$ cat config.mk
export PLATFORM = sky130hd
export DESIGN_NAME = mem_access_way0
export DESIGN_NICKNAME = d
export VERILOG_FILES = /design/src/rtl/mem_access_way0.sv
export SDC_FILE = /design/constraint.sdc
export NUM_CORES = 1
export LEC_CHECK = 0
export ABC_AREA = 1
export CAP_MARGIN = 20
export CORE_AREA = 2 2 182 184
export DETAILED_ROUTE_END_ITERATION = 10
export DIE_AREA = 0 0 184 186
export PLACE_DENSITY = 0.73
export SYNTH_ARGS = -nofsm -noshare
export SYNTH_HDL_FRONTEND = slang
export SYNTH_SLANG_ARGS = --single-unit
$ cat constraint.sdc
create_clock -name clk -period 1.9 [get_ports clk]
set_input_delay 0.38 -clock clk [delete_from_list [all_inputs] [get_ports clk]]
set_output_delay 0.38 -clock clk [all_outputs]
set_load 0.03 [all_outputs]
$ cat src/rtl/mem_access_way0.sv
// Way0 memory-access stage: issues loads/stores to the data RAM, passes other
// ops through, and builds the write-back packet for commit.
module mem_access_way0 #(
  parameter logic [6:0] LOAD_OP  = 7'b0000011,
  parameter logic [6:0] STORE_OP = 7'b0100011
) (
  input  logic        clk,
  input  logic        reset_n,
  input  logic        valid_i,
  output logic        ready_o,
  input  logic        rdWriteEnable_i,
  input  logic [4:0]  rdAddr_i,
  input  logic [63:0] rdData_i,
  input  logic [1:0]  way0_pID_i,
  input  logic [6:0]  opCode_i,
  input  logic [2:0]  funct3_i,
  input  logic [31:0] readAddr_i,
  input  logic [31:0] writeAddr_i,
  input  logic [63:0] writeData_i,
  input  logic        jumpClear_i,
  output logic        ramReq_o,
  output logic        ramWe_o,
  output logic [31:0] ramAddr_o,
  output logic [63:0] ramWData_o,
  output logic [7:0]  ramStrb_o,
  input  logic [63:0] ramRData_i,
  input  logic        dataOk_i,
  output logic        wbValid_o,
  input  logic        wbReady_i,
  output logic        wbRdWriteEnable_o,
  output logic [4:0]  wbRdAddr_o,
  output logic [63:0] wbRdData_o,
  output logic [1:0]  wbPID_o,
  output logic        misalign_o
);

  localparam int unsigned DW = 64;
  localparam int unsigned AW = 32;

  typedef enum logic [1:0] {IDLE, WAIT, DRAIN, DONE} state_t;

  state_t          r_state, w_state_nxt;
  logic            r_ram_req, w_ram_req;
  logic            r_ram_we, w_ram_we;
  logic [AW-1:0]   r_ram_addr, w_ram_addr;
  logic [DW-1:0]   r_ram_wdata, w_ram_wdata;
  logic [7:0]      r_ram_strb, w_ram_strb;
  logic            r_wb_valid, w_wb_valid;
  logic            r_wb_we, w_wb_we;
  logic [4:0]      r_wb_addr, w_wb_addr;
  logic [DW-1:0]   r_wb_data, w_wb_data;
  logic [1:0]      r_wb_pid, w_wb_pid;
  logic            r_misalign, w_misalign;
  logic            r_is_load, w_is_load_nxt;
  logic [2:0]      r_funct3, w_funct3_nxt;
  logic [2:0]      r_off, w_off_nxt;

  logic            w_is_load, w_is_store, w_is_mem, w_misal;
  logic [AW-1:0]   w_addr;
  logic [2:0]      w_off;
  logic [7:0]      w_strb_base, w_strb;
  logic [DW-1:0]   w_wdata, w_lane, w_load;

  // Request decode: access size comes from funct3[1:0], lane offset from addr[2:0]
  assign w_is_load  = (opCode_i == LOAD_OP);
  assign w_is_store = (opCode_i == STORE_OP);
  assign w_is_mem   = w_is_load | w_is_store;
  assign w_addr     = w_is_store ? writeAddr_i : readAddr_i;
  assign w_off      = w_addr[2:0];
  assign w_wdata    = writeData_i << {w_off, 3'b000};
  assign w_strb     = w_strb_base << w_off;

  always_comb begin
    w_strb_base = 8'h01;
    w_misal     = 1'b0;
    case (funct3_i[1:0])
      2'b00: begin w_strb_base = 8'h01; w_misal = 1'b0;              end
      2'b01: begin w_strb_base = 8'h03; w_misal = w_off[0];          end
      2'b10: begin w_strb_base = 8'h0F; w_misal = |w_off[1:0];       end
      default: begin w_strb_base = 8'hFF; w_misal = |w_off;          end
    endcase
  end

  // Load lane extraction with sign/zero extension
  assign w_lane = ramRData_i >> {r_off, 3'b000};

  always_comb begin
    w_load = w_lane;
    case (r_funct3)
      3'b000:  w_load = {{56{w_lane[7]}},  w_lane[7:0]};
      3'b001:  w_load = {{48{w_lane[15]}}, w_lane[15:0]};
      3'b010:  w_load = {{32{w_lane[31]}}, w_lane[31:0]};
      3'b100:  w_load = {56'd0, w_lane[7:0]};
      3'b101:  w_load = {48'd0, w_lane[15:0]};
      3'b110:  w_load = {32'd0, w_lane[31:0]};
      default: w_load = w_lane;
    endcase
  end

  // Next-state and next-output logic
  always_comb begin
    w_state_nxt   = r_state;
    w_ram_req     = r_ram_req;
    w_ram_we      = r_ram_we;
    w_ram_addr    = r_ram_addr;
    w_ram_wdata   = r_ram_wdata;
    w_ram_strb    = r_ram_strb;
    w_wb_valid    = r_wb_valid;
    w_wb_we       = r_wb_we;
    w_wb_addr     = r_wb_addr;
    w_wb_data     = r_wb_data;
    w_wb_pid      = r_wb_pid;
    w_misalign    = r_misalign;
    w_is_load_nxt = r_is_load;
    w_funct3_nxt  = r_funct3;
    w_off_nxt     = r_off;
    case (r_state)
      IDLE: begin
        if (valid_i && !jumpClear_i) begin
          w_wb_addr  = rdAddr_i;
          w_wb_pid   = way0_pID_i;
          w_misalign = 1'b0;
          if (!w_is_mem) begin
            w_wb_we     = rdWriteEnable_i;
            w_wb_data   = rdData_i;
            w_wb_valid  = 1'b1;
            w_state_nxt = DONE;
          end else if (w_misal) begin
            w_wb_we     = 1'b0;
            w_wb_data   = '0;
            w_misalign  = 1'b1;
            w_wb_valid  = 1'b1;
            w_state_nxt = DONE;
          end else begin
            w_ram_req     = 1'b1;
            w_ram_we      = w_is_store;
            w_ram_addr    = {w_addr[AW-1:3], 3'b000};
            w_ram_wdata   = w_wdata;
            w_ram_strb    = w_strb;
            w_wb_we       = w_is_load & rdWriteEnable_i;
            w_is_load_nxt = w_is_load;
            w_funct3_nxt  = funct3_i;
            w_off_nxt     = w_off;
            w_state_nxt   = WAIT;
          end
        end
      end
      WAIT: begin
        if (dataOk_i) begin
          w_ram_req = 1'b0;
          w_ram_we  = 1'b0;
          if (jumpClear_i) begin
            w_state_nxt = IDLE;
          end else begin
            w_wb_data   = r_is_load ? w_load : '0;
            w_wb_valid  = 1'b1;
            w_state_nxt = DONE;
          end
        end else if (jumpClear_i) begin
          w_state_nxt = DRAIN;
        end
      end
      DRAIN: begin
        if (dataOk_i) begin
          w_ram_req   = 1'b0;
          w_ram_we    = 1'b0;
          w_state_nxt = IDLE;
        end
      end
      DONE: begin
        if (wbReady_i || jumpClear_i) begin
          w_wb_valid  = 1'b0;
          w_misalign  = 1'b0;
          w_state_nxt = IDLE;
        end
      end
      default: w_state_nxt = IDLE;
    endcase
  end

  always_ff @(posedge clk or negedge reset_n) begin
    if (!reset_n) begin
      r_state     <= IDLE;
      r_ram_req   <= 1'b0;
      r_ram_we    <= 1'b0;
      r_ram_addr  <= '0;
      r_ram_wdata <= '0;
      r_ram_strb  <= '0;
      r_wb_valid  <= 1'b0;
      r_wb_we     <= 1'b0;
      r_wb_addr   <= '0;
      r_wb_data   <= '0;
      r_wb_pid    <= '0;
      r_misalign  <= 1'b0;
      r_is_load   <= 1'b0;
      r_funct3    <= '0;
      r_off       <= '0;
    end else begin
      r_state     <= w_state_nxt;
      r_ram_req   <= w_ram_req;
      r_ram_we    <= w_ram_we;
      r_ram_addr  <= w_ram_addr;
      r_ram_wdata <= w_ram_wdata;
      r_ram_strb  <= w_ram_strb;
      r_wb_valid  <= w_wb_valid;
      r_wb_we     <= w_wb_we;
      r_wb_addr   <= w_wb_addr;
      r_wb_data   <= w_wb_data;
      r_wb_pid    <= w_wb_pid;
      r_misalign  <= w_misalign;
      r_is_load   <= w_is_load_nxt;
      r_funct3    <= w_funct3_nxt;
      r_off       <= w_off_nxt;
    end
  end

  assign ready_o           = (r_state == IDLE);
  assign ramReq_o          = r_ram_req;
  assign ramWe_o           = r_ram_we;
  assign ramAddr_o         = r_ram_addr;
  assign ramWData_o        = r_ram_wdata;
  assign ramStrb_o         = r_ram_strb;
  assign wbValid_o         = r_wb_valid;
  assign wbRdWriteEnable_o = r_wb_we;
  assign wbRdAddr_o        = r_wb_addr;
  assign wbRdData_o        = r_wb_data;
  assign wbPID_o           = r_wb_pid;
  assign misalign_o        = r_misalign;

endmodule
Word-level counts from Yosys, hierarchy flattened
Index checks and enable logic that the tools add are counted.

storage, ports and cells
  input bits = 280
  flip-flop bits (word level) = 186
  logic and storage cells = 105
  output and inout bits = 181

operators by class
  reduce and logical (&&, ||, !) cells = 20
  mux-type cells = 42
  bitwise operators = 3
  equality and inequality tests = 22
  shift-type cells = 3

operator list
  cell                                                                   number
  64-bit 2-to-1 mux                                                      6
  64-bit case mux with 6 select lines                                    1
  64-bit case mux with 2 select lines                                    1
  64-bit by 6-bit << shifter with 64-bit output                          1
  64-bit by 6-bit >> shifter with 64-bit output                          1
  32-bit 2-to-1 mux                                                      1
  8-bit case mux with 3 select lines                                     1
  1-bit 2-to-1 mux                                                       18
  2-bit 2-to-1 mux                                                       8
  2-bit != test, second input constant                                   5
  5-bit AND reduction                                                    2
  3-bit equality test, second input constant                             3
  2-bit case mux with 4 select lines                                     1
  4-bit AND reduction                                                    2
  8-bit by 3-bit << shifter with 8-bit output                            1
  7-bit by 2-bit equality test with 1-bit output, second input constant  1
  7-bit by 6-bit equality test with 1-bit output, second input constant  1
  2-bit equality test, second input constant                             3
  2-bit by 1-bit != test with 1-bit output, second input constant        3
  1-bit case mux with 2 select lines                                     3
  1-bit case mux with 3 select lines                                     2
  6-bit AND reduction                                                    1
  2-bit nonzero test                                                     3
  2-bit by 1-bit equality test with 1-bit output, second input constant  2
  other kinds (17)                                                       19

Longest topological paths before layout
Gate-level depths: netlist of the first run.

  depth in word-level cells = 8
  mapped depth = 16
  depth with buffers taken out = 14

Worst setup path after synthesis of the first run
OpenSTA, ideal clock, no wires.

  path kind = register to register
  start point = register r_state[0]
  end point = register r_off[2]
  library setup time = 137 ps
  arrival time = 2,022 ps
  stages on the path, launching flop included = 10
  data required time = 1,763 ps
  slack = -259 ps
  cells stage by stage = dfrtp_1 inv_1 ha_1 clkbuf_2 inv_1 nor2_2 nand4_2 inv_2 buf_2 a21oi_1

on the way
  cells in the longest elaborated chain, start to end = 2

RTL lines
  element                               line  source
  start, declared                       42    state_t r_state, w_state_nxt;
  start signal, assigned                199   r_state <= w_state_nxt;
  2-bit logical NOT                     --
  net ready_o                           10    output logic ready_o,
  4-bit AND reduction (no source line)  --
  end signal, assigned                  213   r_off <= w_off_nxt;
  end, declared                         56    logic [2:0] r_off, w_off_nxt;

The timed path passes the listed nets, and every way through them passes these cells.
A chain may end at the register's enable or synchronous reset.

Final worst setup path of the first run
  start point = register r_off[0]
  end point = register r_wb_data[63], in the netlist wbRdData_o[63]

on the way
  cells in the longest elaborated chain, start to end = 6

RTL lines
  element                                        line  source
  64-bit by 6-bit >> shifter with 64-bit output  85    assign w_lane = ramRData_i >> {r_off, 3'b000};
  64-bit case mux with 6 select lines            89    case (r_funct3)
  64-bit 2-to-1 mux                              155   w_wb_data = r_is_load ? w_load : '0;
  64-bit 2-to-1 mux                              152   if (jumpClear_i) begin
  64-bit 2-to-1 mux                              149   if (dataOk_i) begin
  64-bit case mux with 2 select lines            117   case (r_state)
  end signal, assigned                           208   r_wb_data <= w_wb_data;
  end, declared                                  51    logic [DW-1:0] r_wb_data, w_wb_data;

Every way passes these cells. The select of a mux whose other input is x is not followed.

==> results.sh, run 1 <==
export IMPL_status="complete, but fails checks"
export IMPL_failed_checks="negative setup slack"
export IMPL_switchingPower_mw=8.06
export IMPL_ctsHtreeMaxLevel=4
export IMPL_grt_overflow_total=0
export IMPL_postRouteAntennaNets=0
export IMPL_synth_common_cells="nand2_1, dfrtp_1, nand3_1"
export IMPL_switching_share_pct=41.0
export IMPL_cts_buffer_depth=2
export IMPL_rsz0062_at_grt="true"
export IMPL_placed_area_mm2=0.0186
export IMPL_postLayoutCoreUtil_pct=65.0
export IMPL_path_buf_inv=3
export IMPL_period_minus_slack_ns=1.98
export IMPL_vias_per_cell=5.37
export IMPL_power_mw=19.7
export IMPL_syn_inst=1880
export IMPL_worstPathCellList="buf_12, nand2_1, nand2_1, nand2_2, nand3_2, nand3_4, nand2_4, nor2_4, nor2_4, buf_4, buf_6, nand2_1, nand2_1, nand2_1, nand2_1"
export IMPL_synthMuxAreaShare_pct=3.09
export IMPL_drv_slew=0
export IMPL_synth_cell_types=38
export IMPL_synth_area_mm2=0.0123
export IMPL_die_area_mm2=0.0342
export IMPL_cp_common_cell="nand2_1"
export IMPL_slowest_stage="dfrtp_2"
export IMPL_ys_ff_latch=186
export IMPL_hold_viol=0
export IMPL_period_share_pct=104
export IMPL_rows=66
export IMPL_start_util_pct=38.1
export IMPL_skew_ns=0.0144
export IMPL_synth_area_leader_cell="dfrtp_1"
export IMPL_drt_total_wl_um=58700
export IMPL_hold_ws_ns=0.289
export IMPL_path_delay_family="simple AND/OR/NAND/NOR gates"
export IMPL_die_x_um=184
export IMPL_fin_ws_ns=-0.0834
export IMPL_cts_root_buf="clkbuf_16"
export IMPL_dpl_hpwl_um=42600
export IMPL_first_pass_iters=7
export IMPL_grt_pass1_vias=14900
export IMPL_yosys_most_used_dff="dfrtp_1"
export IMPL_p_clk_share_pct=19.0
export IMPL_crit_path_max_fanout=8
export IMPL_synth_area_leaders="dfrtp_1, nand2_1, nand3_1"
export IMPL_power_internal_mw=11.6
export IMPL_power_density_mw_per_mm2=940
export IMPL_area_growth_pct=70.7
export IMPL_maxCapViolations=0
export IMPL_grt_antenna_before_repair=9
export IMPL_synth_xor_area_share_pct=0
export IMPL_start_kind="register"
export IMPL_synthArstFlopShare_pct=100
export IMPL_fin_cells=2912
export IMPL_die_y_um=186
export IMPL_grt_pass1_wl_um=84900
export IMPL_p_comb_share_pct=54.1
export IMPL_arrival_ns=2.31
export IMPL_max_freq_mhz=504
export IMPL_clock_sinks=186
export IMPL_power_leakage_nw=11.6
export IMPL_dr_first_iter_drc_count=1176
export IMPL_clkTransAtPathRegs_ns=0.07
export IMPL_grt_max_degree=53
export IMPL_synth_top_area_share_pct=37.9
export IMPL_grt_total_usage_pct=32.8
export IMPL_coreArea_mm2=0.0322
export IMPL_seq_area_frac_synth_pct=37.9
export IMPL_busiest_layer="met2"
export IMPL_use_met3_pct=8.92
export IMPL_synthAdderAreaFrac_pct=0.510
export IMPL_syn_area_per_cell_um2=6.52
export IMPL_synth_most_common_cell="nand2_1"
export IMPL_clk_latency_ns=0.44
export IMPL_worstPathRequired_ns=2.23
export IMPL_yosys_warnings=0
export IMPL_gp_congestion=1.02
export IMPL_vdd_drop_max_mv=0.726
export IMPL_pwr_share_seq_pct=26.9
export IMPL_end_kind="register"
export IMPL_grt_use_met2_pct=56.3
export IMPL_cts_buffers=17
export IMPL_drc=0
export IMPL_fin_area_mm2=0.0209
export IMPL_synth_edff_count=0
export IMPL_drive_above_1_share_pct=17.9
export IMPL_critPathMaxStageDelay_ns=0.50
export IMPL_nNetsFinal=2769
export IMPL_dp_cells=2807
export IMPL_io_buffer_count=457
export IMPL_cts_tree="built"
export IMPL_fillers=2745
export IMPL_hp_class="in2reg"
export IMPL_setup_violations=60
export IMPL_synth_top_family_by_area="simple AND/OR/NAND/NOR gates"
export IMPL_num_vias=15600
export IMPL_synthSimpleGateAreaFrac_pct=37.9
export IMPL_grt_use_met1_pct=38.2
export IMPL_wl_per_cell_um=20.2
export IMPL_crit_type="reg2reg"
export IMPL_io_pin_count=461
export IMPL_synth_compound_area_share_pct=13.1
[path summary, 6_finish.rpt]
path	from	endpoint	slack, ns	depth (start not counted)
worst max-delay path	r_off[0]$_DFFE_PN0P_	wbRdData_o[63]$_DFFE_PN0P_	-0.08	15
worst min-delay path	opCode_i[5]	r_is_load$_DFFE_PN0P_	0.29	3
worst max register to register	r_off[0]$_DFFE_PN0P_	wbRdData_o[63]$_DFFE_PN0P_	-0.08	15
worst min register to register	ramWe_o$_DFFE_PN0P_	ramWe_o$_DFFE_PN0P_	0.47	2
max in group asynchronous	reset_n	ramAddr_o[27]$_DFFE_PN0P_	0.89	3
min in group asynchronous	reset_n	wbRdData_o[46]$_DFFE_PN0P_	0.38	2
[what timing repair did]
action,CTS,global route
gates cloned,13,11
hold buffers,1,0
endpoints found under the setup margin,233,237
buffers inserted,29,17
pin swaps,9,43
hold endpoints to repair,20,0
resized for setup,142,253
[final cells by class]
cell class	count	area (µm²)	area share (%)
tap	408	510	2.44
timing repair inverter	1	5.00	0.0239
multi-input combinational	1494	7310	34.9
antenna	7	17.5	0.0836
inverter	73	290	1.39
clock inverter	11	135	0.645
clock buffer	21	460	2.20
timing repair buffer	711	7550	36.1
sequential	186	4660	22.2
[logic make-up (layout without fill, tap and decap cells)]
kind of cell | Yosys count | in the layout
compound gates | 297 | 297
fa+ha+maj | 5 | 5
flops | 186 | 186
buf+inv | 203 | 817
simple gates | 1151 | 1152
mux | 37 | 37
other cells | 1 | 10
[per-layer routing]
layer,wire [µm],vias to the layer above
met3,5580,149
met5,42,-
met2,28100,805
met4,2790,6
li1,-,7318
met1,22200,7345
[power by group through the flow]
stage / Combinational [mW] / Clock, mW / Sequential, mW
2_1_floorplan: 3.38 / 0 / 6.72
3_3_place_gp: 8.44 / 0 / 5.35
3_5_place_dp: 8.62 / 0 / 5.34
4_1_cts: 9.85 / 3.78 / 5.27
5_1_grt: 11.3 / 3.95 / 5.38
6_report: 10.6 / 3.74 / 5.30
[through the flow]
stage	TNS (ns)	setup slack [ns]
6_report	-2.54	-0.0834
2_1_floorplan	0	0.0257
3_5_place_dp	-160.81	-0.967
4_1_cts	-4.07	-0.0897
5_1_grt	-7.64	-0.185
3_3_place_gp	-156.56	-0.920
[sequential cells by signal (all words and copies together), names as in the netlist]
register,count
wbRdWriteEnable_o,1
misalign_o,1
wbPID_o,2
ramReq_o,1
r_state,2
wbRdAddr_o,5
wbValid_o,1
ramWData_o,64
r_is_load,1
r_off,3
ramWe_o,1
wbRdData_o,64
ramStrb_o,8
r_funct3,3
ramAddr_o,29
[tightest hold or removal path, delay by kind of cell]
kind,cells,cell delay [ns]
buffers and inverters,2,0.24
AOI/OAI and AO/OA,1,0.06
[layout by cell type (no fill, tap or decap), drive strengths merged, types with 2 or more instances in the layout]
| cell type | netlist | final |
|---|---|---|
| o211ai | 25 | 25 |
| dlygate4sd2 | 0 | 55 |
| o31ai | 6 | 6 |
| o21a | 3 | 3 |
| nand2 | 909 | 909 |
| conb | 1 | 3 |
| or2 | 3 | 3 |
| nor2 | 45 | 45 |
| nand3b | 2 | 2 |
| clkinv | 1 | 9 |
| ha | 5 | 5 |
| clkdlybuf4s50 | 0 | 329 |
| diode | 0 | 7 |
| buf | 80 | 246 |
| mux2 | 7 | 7 |
| o21ai | 188 | 188 |
| inv | 72 | 73 |
| clkbuf | 50 | 36 |
| mux2i | 30 | 30 |
| nand3 | 188 | 189 |
| dlymetal6s2s | 0 | 64 |
| a21boi | 7 | 7 |
| a22oi | 2 | 2 |
| bufinv | 0 | 2 |
| dfrtp | 186 | 186 |
| nor3 | 2 | 2 |
| a21oi | 63 | 63 |
(Power assumes the default switching activity.)
==> inputs of run 2 (changes only) <==
SLEW_MARGIN = 20   (was unset)
==> results of run 2 <==
Final layout, timing and power as in run 1 (identical DEF).
